## config.mk

```make
export PLATFORM = sky130hd
export DESIGN_NAME = muldiv_unit
export DESIGN_NICKNAME = d
export VERILOG_FILES = /design/src/rtl/muldiv_unit_pkg.sv /design/src/rtl/muldiv_unit_div_iter.sv /design/src/rtl/muldiv_unit.sv
export SDC_FILE = /design/constraint.sdc
export NUM_CORES = 2
export LEC_CHECK = 0
export CAP_MARGIN = 20
export CORE_MARGIN = 2
export CORE_UTILIZATION = 57
export CTS_CLUSTER_DIAMETER = 200
export CTS_CLUSTER_SIZE = 14
export DETAILED_ROUTE_END_ITERATION = 10
export PLACE_DENSITY = 0.82
export RECOVER_POWER = 25
export SYNTH_ARGS = -nofsm -noshare
export SYNTH_HDL_FRONTEND = slang
export SYNTH_SLANG_ARGS = --single-unit
```

## constraint.sdc

```tcl
create_clock -name clk -period 13.4 [get_ports clk]
set_input_delay 2.68 -clock clk [delete_from_list [all_inputs] [get_ports clk]]
set_output_delay 2.68 -clock clk [all_outputs]
set_load 0.05 [all_outputs]
```

## src/rtl/muldiv_unit_pkg.sv

```systemverilog
// Shared definitions for the M-extension multiply/divide unit: op encoding,
// FSM states and the RISC-V divide corner-case constants.
package muldiv_unit_pkg;

  typedef enum logic [2:0] {
    OP_MUL    = 3'd0,
    OP_MULH   = 3'd1,
    OP_MULHSU = 3'd2,
    OP_MULHU  = 3'd3,
    OP_DIV    = 3'd4,
    OP_DIVU   = 3'd5,
    OP_REM    = 3'd6,
    OP_REMU   = 3'd7
  } muldiv_op_t;

  typedef enum logic [1:0] {
    ST_IDLE,
    ST_MUL,
    ST_DIV,
    ST_FIX
  } muldiv_state_t;

  localparam int unsigned MAX_XLEN = 64;
  // Quotient on divide-by-zero and remainder on signed overflow.
  localparam logic [MAX_XLEN-1:0] DIVZ_QUOTIENT = '1;
  localparam logic [MAX_XLEN-1:0] OVF_REMAINDER = '0;

  function automatic logic op_is_div(input logic [2:0] o);
    return o[2];
  endfunction

  function automatic logic op_is_rem(input logic [2:0] o);
    return o[1];
  endfunction

  function automatic logic op_is_unsigned(input logic [2:0] o);
    return o[0];
  endfunction

endpackage

```

## src/rtl/muldiv_unit_div_iter.sv

```systemverilog
// Iterative restoring divider on unsigned magnitudes, DIV_STEP quotient bits
// per cycle. Loads on start, iterates XLEN/DIV_STEP cycles.
module muldiv_unit_div_iter #(
  parameter int unsigned XLEN     = 32,
  parameter int unsigned DIV_STEP = 1
) (
  input  logic            clk,
  input  logic            rstn,
  input  logic            start,
  input  logic            abort,
  input  logic [XLEN-1:0] dividend,
  input  logic [XLEN-1:0] divisor,
  output logic            done,
  output logic [XLEN-1:0] quotient,
  output logic [XLEN-1:0] remainder
);

  localparam int unsigned ITERS = XLEN / DIV_STEP;
  localparam int unsigned CW    = $clog2(ITERS + 1);
  localparam logic [CW-1:0] LAST = CW'(ITERS - 1);

  logic            run_q, run_d;
  logic [CW-1:0]   cnt_q, cnt_d;
  logic [XLEN-1:0] quo_q, quo_d;
  logic [XLEN-1:0] rem_q, rem_d;
  logic [XLEN-1:0] div_q, div_d;
  logic [XLEN:0]   step_r;
  logic [XLEN-1:0] step_q;

  always_comb begin
    step_r = {1'b0, rem_q};
    step_q = quo_q;
    for (int unsigned i = 0; i < DIV_STEP; i++) begin
      step_r = {step_r[XLEN-1:0], step_q[XLEN-1]};
      step_q = {step_q[XLEN-2:0], 1'b0};
      if (step_r >= {1'b0, div_q}) begin
        step_r    = step_r - {1'b0, div_q};
        step_q[0] = 1'b1;
      end
    end
  end

  always_comb begin
    run_d = run_q;
    cnt_d = cnt_q;
    quo_d = quo_q;
    rem_d = rem_q;
    div_d = div_q;
    if (abort) begin
      run_d = 1'b0;
      cnt_d = '0;
    end else if (start) begin
      run_d = 1'b1;
      cnt_d = '0;
      quo_d = dividend;
      rem_d = '0;
      div_d = divisor;
    end else if (run_q) begin
      quo_d = step_q;
      rem_d = step_r[XLEN-1:0];
      if (cnt_q == LAST) begin
        run_d = 1'b0;
        cnt_d = '0;
      end else begin
        cnt_d = cnt_q + 1'b1;
      end
    end
  end

  always_ff @(posedge clk or negedge rstn) begin
    if (!rstn) begin
      run_q <= 1'b0;
      cnt_q <= '0;
      quo_q <= '0;
      rem_q <= '0;
      div_q <= '0;
    end else begin
      run_q <= run_d;
      cnt_q <= cnt_d;
      quo_q <= quo_d;
      rem_q <= rem_d;
      div_q <= div_d;
    end
  end

  // High while the final iteration is being computed, so the caller can move
  // to sign fix-up on the same edge the last quotient bits land.
  assign done      = run_q && (cnt_q == LAST);
  assign quotient  = quo_q;
  assign remainder = rem_q;

endmodule

```

## src/rtl/muldiv_unit.sv

```systemverilog
// RV32M/RV64M multiply/divide unit: multi-cycle multiplier, iterative divider,
// sign fix-up and RISC-V divide corner cases, with flush support.
module muldiv_unit
  import muldiv_unit_pkg::*;
#(
  parameter int unsigned XLEN        = 32,
  parameter int unsigned MUL_LATENCY = 2,
  parameter int unsigned DIV_STEP    = 1
) (
  input  logic            clk,
  input  logic            rstn,
  input  logic            enabled,
  input  logic [2:0]      op,
  input  logic [XLEN-1:0] rs1,
  input  logic [XLEN-1:0] rs2,
  input  logic            flush,
  output logic            busy,
  output logic            completed,
  output logic [XLEN-1:0] result
);

  localparam int unsigned MCW = (MUL_LATENCY > 1) ? $clog2(MUL_LATENCY) : 1;
  localparam logic [MCW-1:0]  MUL_LAST = MCW'(MUL_LATENCY - 1);
  localparam logic [XLEN-1:0] MOST_NEG = {1'b1, {(XLEN-1){1'b0}}};

  muldiv_state_t     state_q, state_d;
  muldiv_op_t        op_q, op_d;
  logic              busy_q, busy_d;
  logic              completed_q, completed_d;
  logic [XLEN-1:0]   result_q, result_d;
  logic [MCW-1:0]    mcnt_q, mcnt_d;
  logic [2*XLEN-1:0] mul_a_q, mul_a_d, mul_b_q, mul_b_d;
  logic              quo_neg_q, quo_neg_d, rem_neg_q, rem_neg_d;
  logic              fast_pend_q, fast_pend_d;
  logic [XLEN-1:0]   fast_res_q, fast_res_d;

  logic              accept, div_start, div_done;
  logic              a_neg, b_neg, a_sext, b_sext, div_special;
  logic [XLEN-1:0]   a_mag, b_mag, special_res;
  logic [XLEN-1:0]   quo_mag, rem_mag, quo_fix, rem_fix, mul_res;
  logic [2*XLEN-1:0] product;

  assign accept = enabled && !busy_q && !flush;

  always_comb begin
    a_neg  = op_is_div(op) && !op_is_unsigned(op) && rs1[XLEN-1];
    b_neg  = op_is_div(op) && !op_is_unsigned(op) && rs2[XLEN-1];
    a_mag  = a_neg ? -rs1 : rs1;
    b_mag  = b_neg ? -rs2 : rs2;
    a_sext = !op[2] && (op != OP_MULHU) && rs1[XLEN-1];
    b_sext = !op[2] && !op[1] && rs2[XLEN-1];
    div_special = (rs2 == '0) ||
                  (!op_is_unsigned(op) && (rs1 == MOST_NEG) && (rs2 == '1));
    if (rs2 == '0) special_res = op_is_rem(op) ? rs1 : DIVZ_QUOTIENT[XLEN-1:0];
    else           special_res = op_is_rem(op) ? OVF_REMAINDER[XLEN-1:0] : rs1;
  end

  assign product = mul_a_q * mul_b_q;
  assign mul_res = (op_q == OP_MUL) ? product[XLEN-1:0] : product[2*XLEN-1:XLEN];
  assign quo_fix = quo_neg_q ? -quo_mag : quo_mag;
  assign rem_fix = rem_neg_q ? -rem_mag : rem_mag;

  always_comb begin
    state_d     = state_q;
    op_d        = op_q;
    busy_d      = busy_q;
    completed_d = 1'b0;
    result_d    = result_q;
    mcnt_d      = mcnt_q;
    mul_a_d     = mul_a_q;
    mul_b_d     = mul_b_q;
    quo_neg_d   = quo_neg_q;
    rem_neg_d   = rem_neg_q;
    fast_pend_d = 1'b0;
    fast_res_d  = fast_res_q;
    div_start   = 1'b0;

    // Fast-path results complete one edge after accept without raising busy,
    // so a following accept on that same edge cannot collide with it.
    if (fast_pend_q) begin
      completed_d = 1'b1;
      result_d    = fast_res_q;
    end

    case (state_q)
      ST_IDLE: begin
        if (accept) begin
          op_d = muldiv_op_t'(op);
          if (!op_is_div(op)) begin
            state_d = ST_MUL;
            busy_d  = 1'b1;
            mcnt_d  = '0;
            mul_a_d = {{XLEN{a_sext}}, rs1};
            mul_b_d = {{XLEN{b_sext}}, rs2};
          end else if (div_special) begin
            fast_pend_d = 1'b1;
            fast_res_d  = special_res;
          end else begin
            state_d   = ST_DIV;
            busy_d    = 1'b1;
            div_start = 1'b1;
            quo_neg_d = a_neg ^ b_neg;
            rem_neg_d = a_neg;
          end
        end
      end
      ST_MUL: begin
        if (mcnt_q == MUL_LAST) begin
          state_d     = ST_IDLE;
          busy_d      = 1'b0;
          completed_d = 1'b1;
          result_d    = mul_res;
          mcnt_d      = '0;
        end else begin
          mcnt_d = mcnt_q + 1'b1;
        end
      end
      ST_DIV: begin
        if (div_done) state_d = ST_FIX;
      end
      ST_FIX: begin
        state_d     = ST_IDLE;
        busy_d      = 1'b0;
        completed_d = 1'b1;
        result_d    = op_is_rem(op_q) ? rem_fix : quo_fix;
      end
      default: state_d = ST_IDLE;
    endcase

    if (flush) begin
      state_d     = ST_IDLE;
      busy_d      = 1'b0;
      completed_d = 1'b0;
      result_d    = result_q;
      mcnt_d      = '0;
      fast_pend_d = 1'b0;
      div_start   = 1'b0;
    end
  end

  always_ff @(posedge clk or negedge rstn) begin
    if (!rstn) begin
      state_q     <= ST_IDLE;
      op_q        <= OP_MUL;
      busy_q      <= 1'b0;
      completed_q <= 1'b0;
      result_q    <= '0;
      mcnt_q      <= '0;
      mul_a_q     <= '0;
      mul_b_q     <= '0;
      quo_neg_q   <= 1'b0;
      rem_neg_q   <= 1'b0;
      fast_pend_q <= 1'b0;
      fast_res_q  <= '0;
    end else begin
      state_q     <= state_d;
      op_q        <= op_d;
      busy_q      <= busy_d;
      completed_q <= completed_d;
      result_q    <= result_d;
      mcnt_q      <= mcnt_d;
      mul_a_q     <= mul_a_d;
      mul_b_q     <= mul_b_d;
      quo_neg_q   <= quo_neg_d;
      rem_neg_q   <= rem_neg_d;
      fast_pend_q <= fast_pend_d;
      fast_res_q  <= fast_res_d;
    end
  end

  muldiv_unit_div_iter #(
    .XLEN     (XLEN),
    .DIV_STEP (DIV_STEP)
  ) u_div_iter (
    .clk       (clk),
    .rstn      (rstn),
    .start     (div_start),
    .abort     (flush),
    .dividend  (a_mag),
    .divisor   (b_mag),
    .done      (div_done),
    .quotient  (quo_mag),
    .remainder (rem_mag)
  );

  assign busy      = busy_q;
  assign completed = completed_q;
  assign result    = result_q;

endmodule
```

# Word level (Yosys, flattened, before mapping)
# Index checks and enable logic that the tools add are counted.
dict set report op_classes {
  n_addsub 7
  multipliers 1
  order_cmp 1
  eq_ne 12
  muxes 58
  bitwise_logic 4
  reduce_logical 34
}
# operator n
set op_table {}
lappend op_table {{two-way mux 32 bit} 16}
lappend op_table {{negator 32 bit} 4}
lappend op_table {{== test 32 bit, second input constant} 2}
lappend op_table {{multiplier 33 x 33 -> 64 bit} 1}
lappend op_table {{one-hot mux 32 bit (2 select lines)} 1}
lappend op_table {{>= comparator 33 x 32 -> 1 bit} 1}
lappend op_table {{logical NOT 32 bit} 1}
lappend op_table {{subtractor 32 bit} 1}
lappend op_table {{two-way mux 1 bit} 27}
lappend op_table {{two-way mux 6 bit} 4}
lappend op_table {{AND reduction 4 bit} 4}
lappend op_table {{logical AND 1 bit} 12}
lappend op_table {{two-way mux 2 bit} 6}
lappend op_table {{!= test 3 bit, second input constant} 4}
lappend op_table {{one-hot mux 2 bit (4 select lines)} 1}
lappend op_table {{adder 6 x 1 -> 6 bit, second input constant} 1}
lappend op_table {{== test 6 x 5 -> 1 bit, second input constant} 1}
lappend op_table {{AND reduction 2 bit} 3}
lappend op_table {{AND reduction 3 bit} 2}
lappend op_table {{nonzero test 3 bit} 2}
lappend op_table {{logical NOT 1 bit} 5}
lappend op_table {{== test 2 bit, second input constant} 2}
lappend op_table {{!= test 4 bit, second input constant} 1}
lappend op_table {{one-hot mux 1 bit (2 select lines)} 2}
lappend op_table {{11 further kinds} 13}
dict set report totals {
  regBits 244
  inputBits 71
  output_inout_bits 34
}

# Depth between registers and ports, before layout
dict set report logic_depth {
  depth_word 11
  ltp_mapped 30
  ltp_nobuf 28
}

# Cells and area by module
# A second synthesis with hierarchy kept.
dict set report hier_totals {
  cells_unflattened 6007
  area_unflattened_um2 54397.2
}
# module n_inst cells_per_inst area_each_um2 seq_area_each_um2
set modules_own_cells {}
lappend modules_own_cells {muldiv_unit 1 5286 48116.1 3528.4}
lappend modules_own_cells {muldiv_unit_div_iter 1 721 6281.0 2577.5}

# Worst setup path before layout
# OpenSTA, ideal clock, no wires.
dict set report synth_timing {
  kind {register to register}
  startpoint {register mul_b_q[3]}
  endpoint {register result_q[31], in the netlist result[31]}
  setup_ns 0.129
  arrival_ns 7.920
  t_required_ns 13.271
  slack_ns 5.351
  path_stages_with_launch 29
  n_path_buf 3
  period_less_slack_ns 8.049
  cell_sequence {dfrtp_1 -> clkbuf_1 -> clkbuf_1 -> nand2_1 -> inv_1 -> fa_1 -> fa_1 -> fa_1 -> fa_1 -> inv_1 -> fa_1 -> inv_1 -> fa_1 -> fa_1 -> inv_1 -> fa_1 -> inv_1 -> ha_1 -> clkbuf_1 -> a21o_1 -> a21o_1 -> a21oi_1 -> nand2_1 -> or2_2 -> a211o_1 -> a31oi_1 -> or3_1 -> a21oi_1 -> a2111o_1}
}
dict set report synth_between {
  elab_chain_cells 4
}
# element line
set synth_lines {}
lappend synth_lines {{from (decl)} muldiv_unit.sv:32} ;# logic [2*XLEN-1:0] mul_a_q, mul_a_d, mul_b_q, mul_b_d;
lappend synth_lines {{from (signal assigned)} muldiv_unit.sv:163} ;# mul_b_q <= mul_b_d;
lappend synth_lines {{multiplier 33 x 33 -> 64 bit} muldiv_unit.sv:58} ;# assign product = mul_a_q * mul_b_q;
lappend synth_lines {{two-way mux 32 bit} muldiv_unit.sv:59} ;# assign mul_res = (op_q == OP_MUL) ? product[XLEN-1:0] : product[2*XLEN-1:XLEN];
lappend synth_lines {{two-way mux 32 bit} muldiv_unit.sv:108} ;# if (mcnt_q == MUL_LAST) begin
lappend synth_lines {{one-hot mux 32 bit (2 select lines)} muldiv_unit.sv:85} ;# case (state_q)
lappend synth_lines {{to (signal assigned)} muldiv_unit.sv:160} ;# result_q <= result_d;
lappend synth_lines {{to (decl)} muldiv_unit.sv:30} ;# logic [XLEN-1:0] result_q, result_d;
# Every way passes these cells.
# A chain may end at the register's enable or synchronous reset.

==> out/qor.yml <==
sta:
  finalHoldViolCount: 0
  max_freq_mhz: 102
  fin_crit_sh_pct: 73.5
  setup_violations: 0
  period_needed_ns: 9.85
  maxSlewHeadroom_pct: -264
  drv_slew: 207
  rsz0062_at_grt: "false"
  worstMarginPinSlew_ns: 5.47
  fin_skew_ns: 0.0199
  setup_tns_ns: 0
synthesis:
  synthFlopType: "dfrtp_1"
  synthCells: 6023
  yosysTopAreaCellShare_pct: 41.7
  synth_edf_count: 0
  synth_area_leaders: "fa_1 42%, dfrtp_1 11%, inv_1 8.5%"
  yosys-top-cells-count: "1221 x inv_1, 1126 x fa_1, 827 x nand2_1"
  netlist_area_um2: 54100
  yosys_warnings: 0
  synth_area_per_cell_um2: 8.98
  seq_area_frac_synth_pct: 11.3
  ys_ff_latch: 244
  synth_top_area_cell: "fa_1"
  ys_types: 78
  synth.most_common_cell: "inv_1"
  async_reset_ff_share_pct: 100
  syn_nets: 7474
floorplan:
  die_area_um2: 97400
  io_pins: 105
  chipHeight_um: 312
  start_util_pct: 57.2
  core_um2: 94600
  die_x_um: 312
  rows: 113
clocking:
  cts_tree: "yes"
  clock_sinks: 244
  cts_resized: 0
  ctsHoldBuffers: 0
  cts_root_buffer: "clkbuf_16"
  cts_made_buffers: 21
  cts_post_setup_buffers_inserted: 0
  cts_buffer_depth: 3
  clk_latency_ns: 0.54
  path_clk_slew_ns: 0.08
  htree_levels: 1
critical_path:
  crit_arrival_ns: 9.59
  crit_path_end_kind: "asynchronous set/reset pin"
  slowest_delay_ns: 3.71
  reg2reg_to: "result[20]$_DFFE_PN0N_"
  critPathLaunchType: "input port"
  cpMostUsedCell: "clkbuf_1"
  crit_family: "buffers and inverters"
  r2r_slack_ns: 4.40
  worstPathRequired_ns: 13.14
  worstPathMaxFanout: 99
  crit_start: "rstn"
  worstSetupPathType: "input port to asynchronous set/reset pin"
  worstSetupPathDepth: 2
  critPathBufInv: 2
  slowest_stage: "clkbuf_1"
  r2r-start: "mul_a_q[19]$_DFFE_PN0P_"
  worstPathCellList: "clkbuf_1 > clkbuf_1"
  reg2regPathDepth: 26
finish:
  drive_gt1_share_pct: 3.70
  layout.nets: 7367
  fillers: 7793
  area_growth_pct: 5.06
drt:
  vias: 42700
  drt_wl_total_um: 157000
  drt_iter0_markers: 4134
  drtAntennaViolNets: 0
  routedWlPerCell_um: 21.9
  dr.pass1.iters: 8
  route.detailed.drc: 0
  viasPerCell: 5.94
min_path:
  hold_path_class: "flip-flop to flip-flop"
  min_delay_path_depth: 2
  hp-start: "fast_res_q[9]$_DFFE_PN0P_"
  holdPathEnd: "fast_res_q[9]$_DFFE_PN0P_"
grt:
  grt_pass1_wl_um: 252000
  overflow: 0
  grt_pass1_vias: 45800
  grt_max_degree: 100
  grtUsageTotal_pct: 33.1
  grt_antenna_before_repair: 2
job:
  drv_cap: 3
run_status:
  outcome: "complete, but fails checks"
  violations: "max-capacitance violations, max-slew violations"
placement:
  portBuffers: 104
  dpl.hpwl_um: 124000
  routabilityCongestion: 1.04
-- routing by layer --
layer | up-vias | wire length [um] | GRT usage [%]
met2 | 2505 | 73200 | 53.2
li1 | 18100 | - | -
met4 | 0 | 10100 | 17.0
met5 | - | 0 | 0
met1 | 21500 | 57300 | 43.1
met3 | 606 | 16700 | 6.02
-- final cells by class --
class                           instances  area, um^2  area share, %
Inverter                             1222        4590           8.07
Antenna cell                            1        2.50        0.00440
Clock inverter                          1        8.76         0.0154
Clock buffer                           27         548          0.964
Timing Repair Buffer                  194        1770           3.11
Multi-Input combinational cell       4233       42200           74.3
Sequential cell                       244        6120           10.8
Tap cell                             1265        1580           2.78
-- sequential cells by signal, indices dropped and copies added (netlist names) --
name and cells:
quo_neg_q 1, u_div_iter.quotient 32, busy 1, completed 1, u_div_iter.run_q 1, fast_pend_q 1, result 32, u_div_iter.cnt_q 6
mul_b_q 33, rem_neg_q 1, fast_res_q 32, u_div_iter.div_q 32, mcnt_q 1, state_q 2, mul_a_q 33, u_div_iter.remainder 32
op_q 3
-- placed cells by master, fill, tap and decap left out, types with 17 or more instances in the layout --
| cell type | Yosys | layout |
|---|---|---|
| inv_1 | 1221 | 1221 |
| fa_1 | 1126 | 1126 |
| nand2_1 | 827 | 827 |
| and2_1 | 539 | 539 |
| o21ai_0 | 271 | 270 |
| ha_1 | 254 | 254 |
| dfrtp_1 | 244 | 233 |
| a21oi_1 | 164 | 164 |
| nor2_1 | 163 | 162 |
| xnor2_1 | 135 | 135 |
| clkdlybuf4s50_1 | 0 | 102 |
| buf_4 | 3 | 84 |
| xor2_1 | 81 | 81 |
| mux2_2 | 71 | 71 |
| a21o_1 | 46 | 46 |
| mux2i_1 | 40 | 40 |
| nor3_1 | 39 | 38 |
| nand3_1 | 38 | 37 |
| o31ai_1 | 37 | 37 |
| o211ai_1 | 32 | 32 |
| maj3_1 | 28 | 28 |
| nand2b_1 | 27 | 27 |
| nand4_1 | 25 | 25 |
| clkbuf_16 | 0 | 21 |
| or3_1 | 19 | 19 |
| a31oi_1 | 19 | 18 |
| a211oi_1 | 17 | 17 |
-- cells by family (layout without fill, tap and decap cells) --
logic type	Yosys count	count (layout)	share of synthesized area [%]
AND/OR/NAND/NOR	1770	1770	15.9
buffers and inverters	1546	1444	10.8
adder cells (fa/ha/maj)	1408	1408	48.1
AO/OA/AOI/OAI	728	728	8.29
flip-flops	244	244	11.3
XOR/XNOR	216	216	3.50
multiplexers	111	111	2.22
other	0	1	0
-- metrics by stage --
stage | utilization, % | instances | area, um^2 | hold slack [ns] | setup WS [ns]
3_5_place_dp | 59.5 | 7155 | 56200 | 0.477 | 4.03
6_report | 60.1 | 7187 | 56800 | 0.492 | 3.55
4_1_cts | 60.0 | 7183 | 56800 | 0.492 | 4.00
3_3_place_gp | 59.4 | 7154 | 56200 | 0.463 | 4.28
5_1_grt | 60.1 | 7187 | 56800 | 0.509 | 2.14
2_1_floorplan | - | 6023 | 54100 | 0.444 | 5.35
-- how the worst max path moves through the flow --
stage,endpoint,slack [ns]
3_5_place_dp,result[31]$_DFFE_PN0N_,4.03
5_1_grt,fast_res_q[15]$_DFFE_PN0P_,2.14
4_1_cts,result[31]$_DFFE_PN0N_,4.00
2_1_floorplan,result[31]$_DFFE_PN0N_,5.35
3_3_place_gp,result[31]$_DFFE_PN0N_,4.28
6_report,fast_res_q[15]$_DFFE_PN0P_,3.55
Power is not shown: default switching activity piles up to over one toggle a cycle in this logic, so the estimate is an artifact.
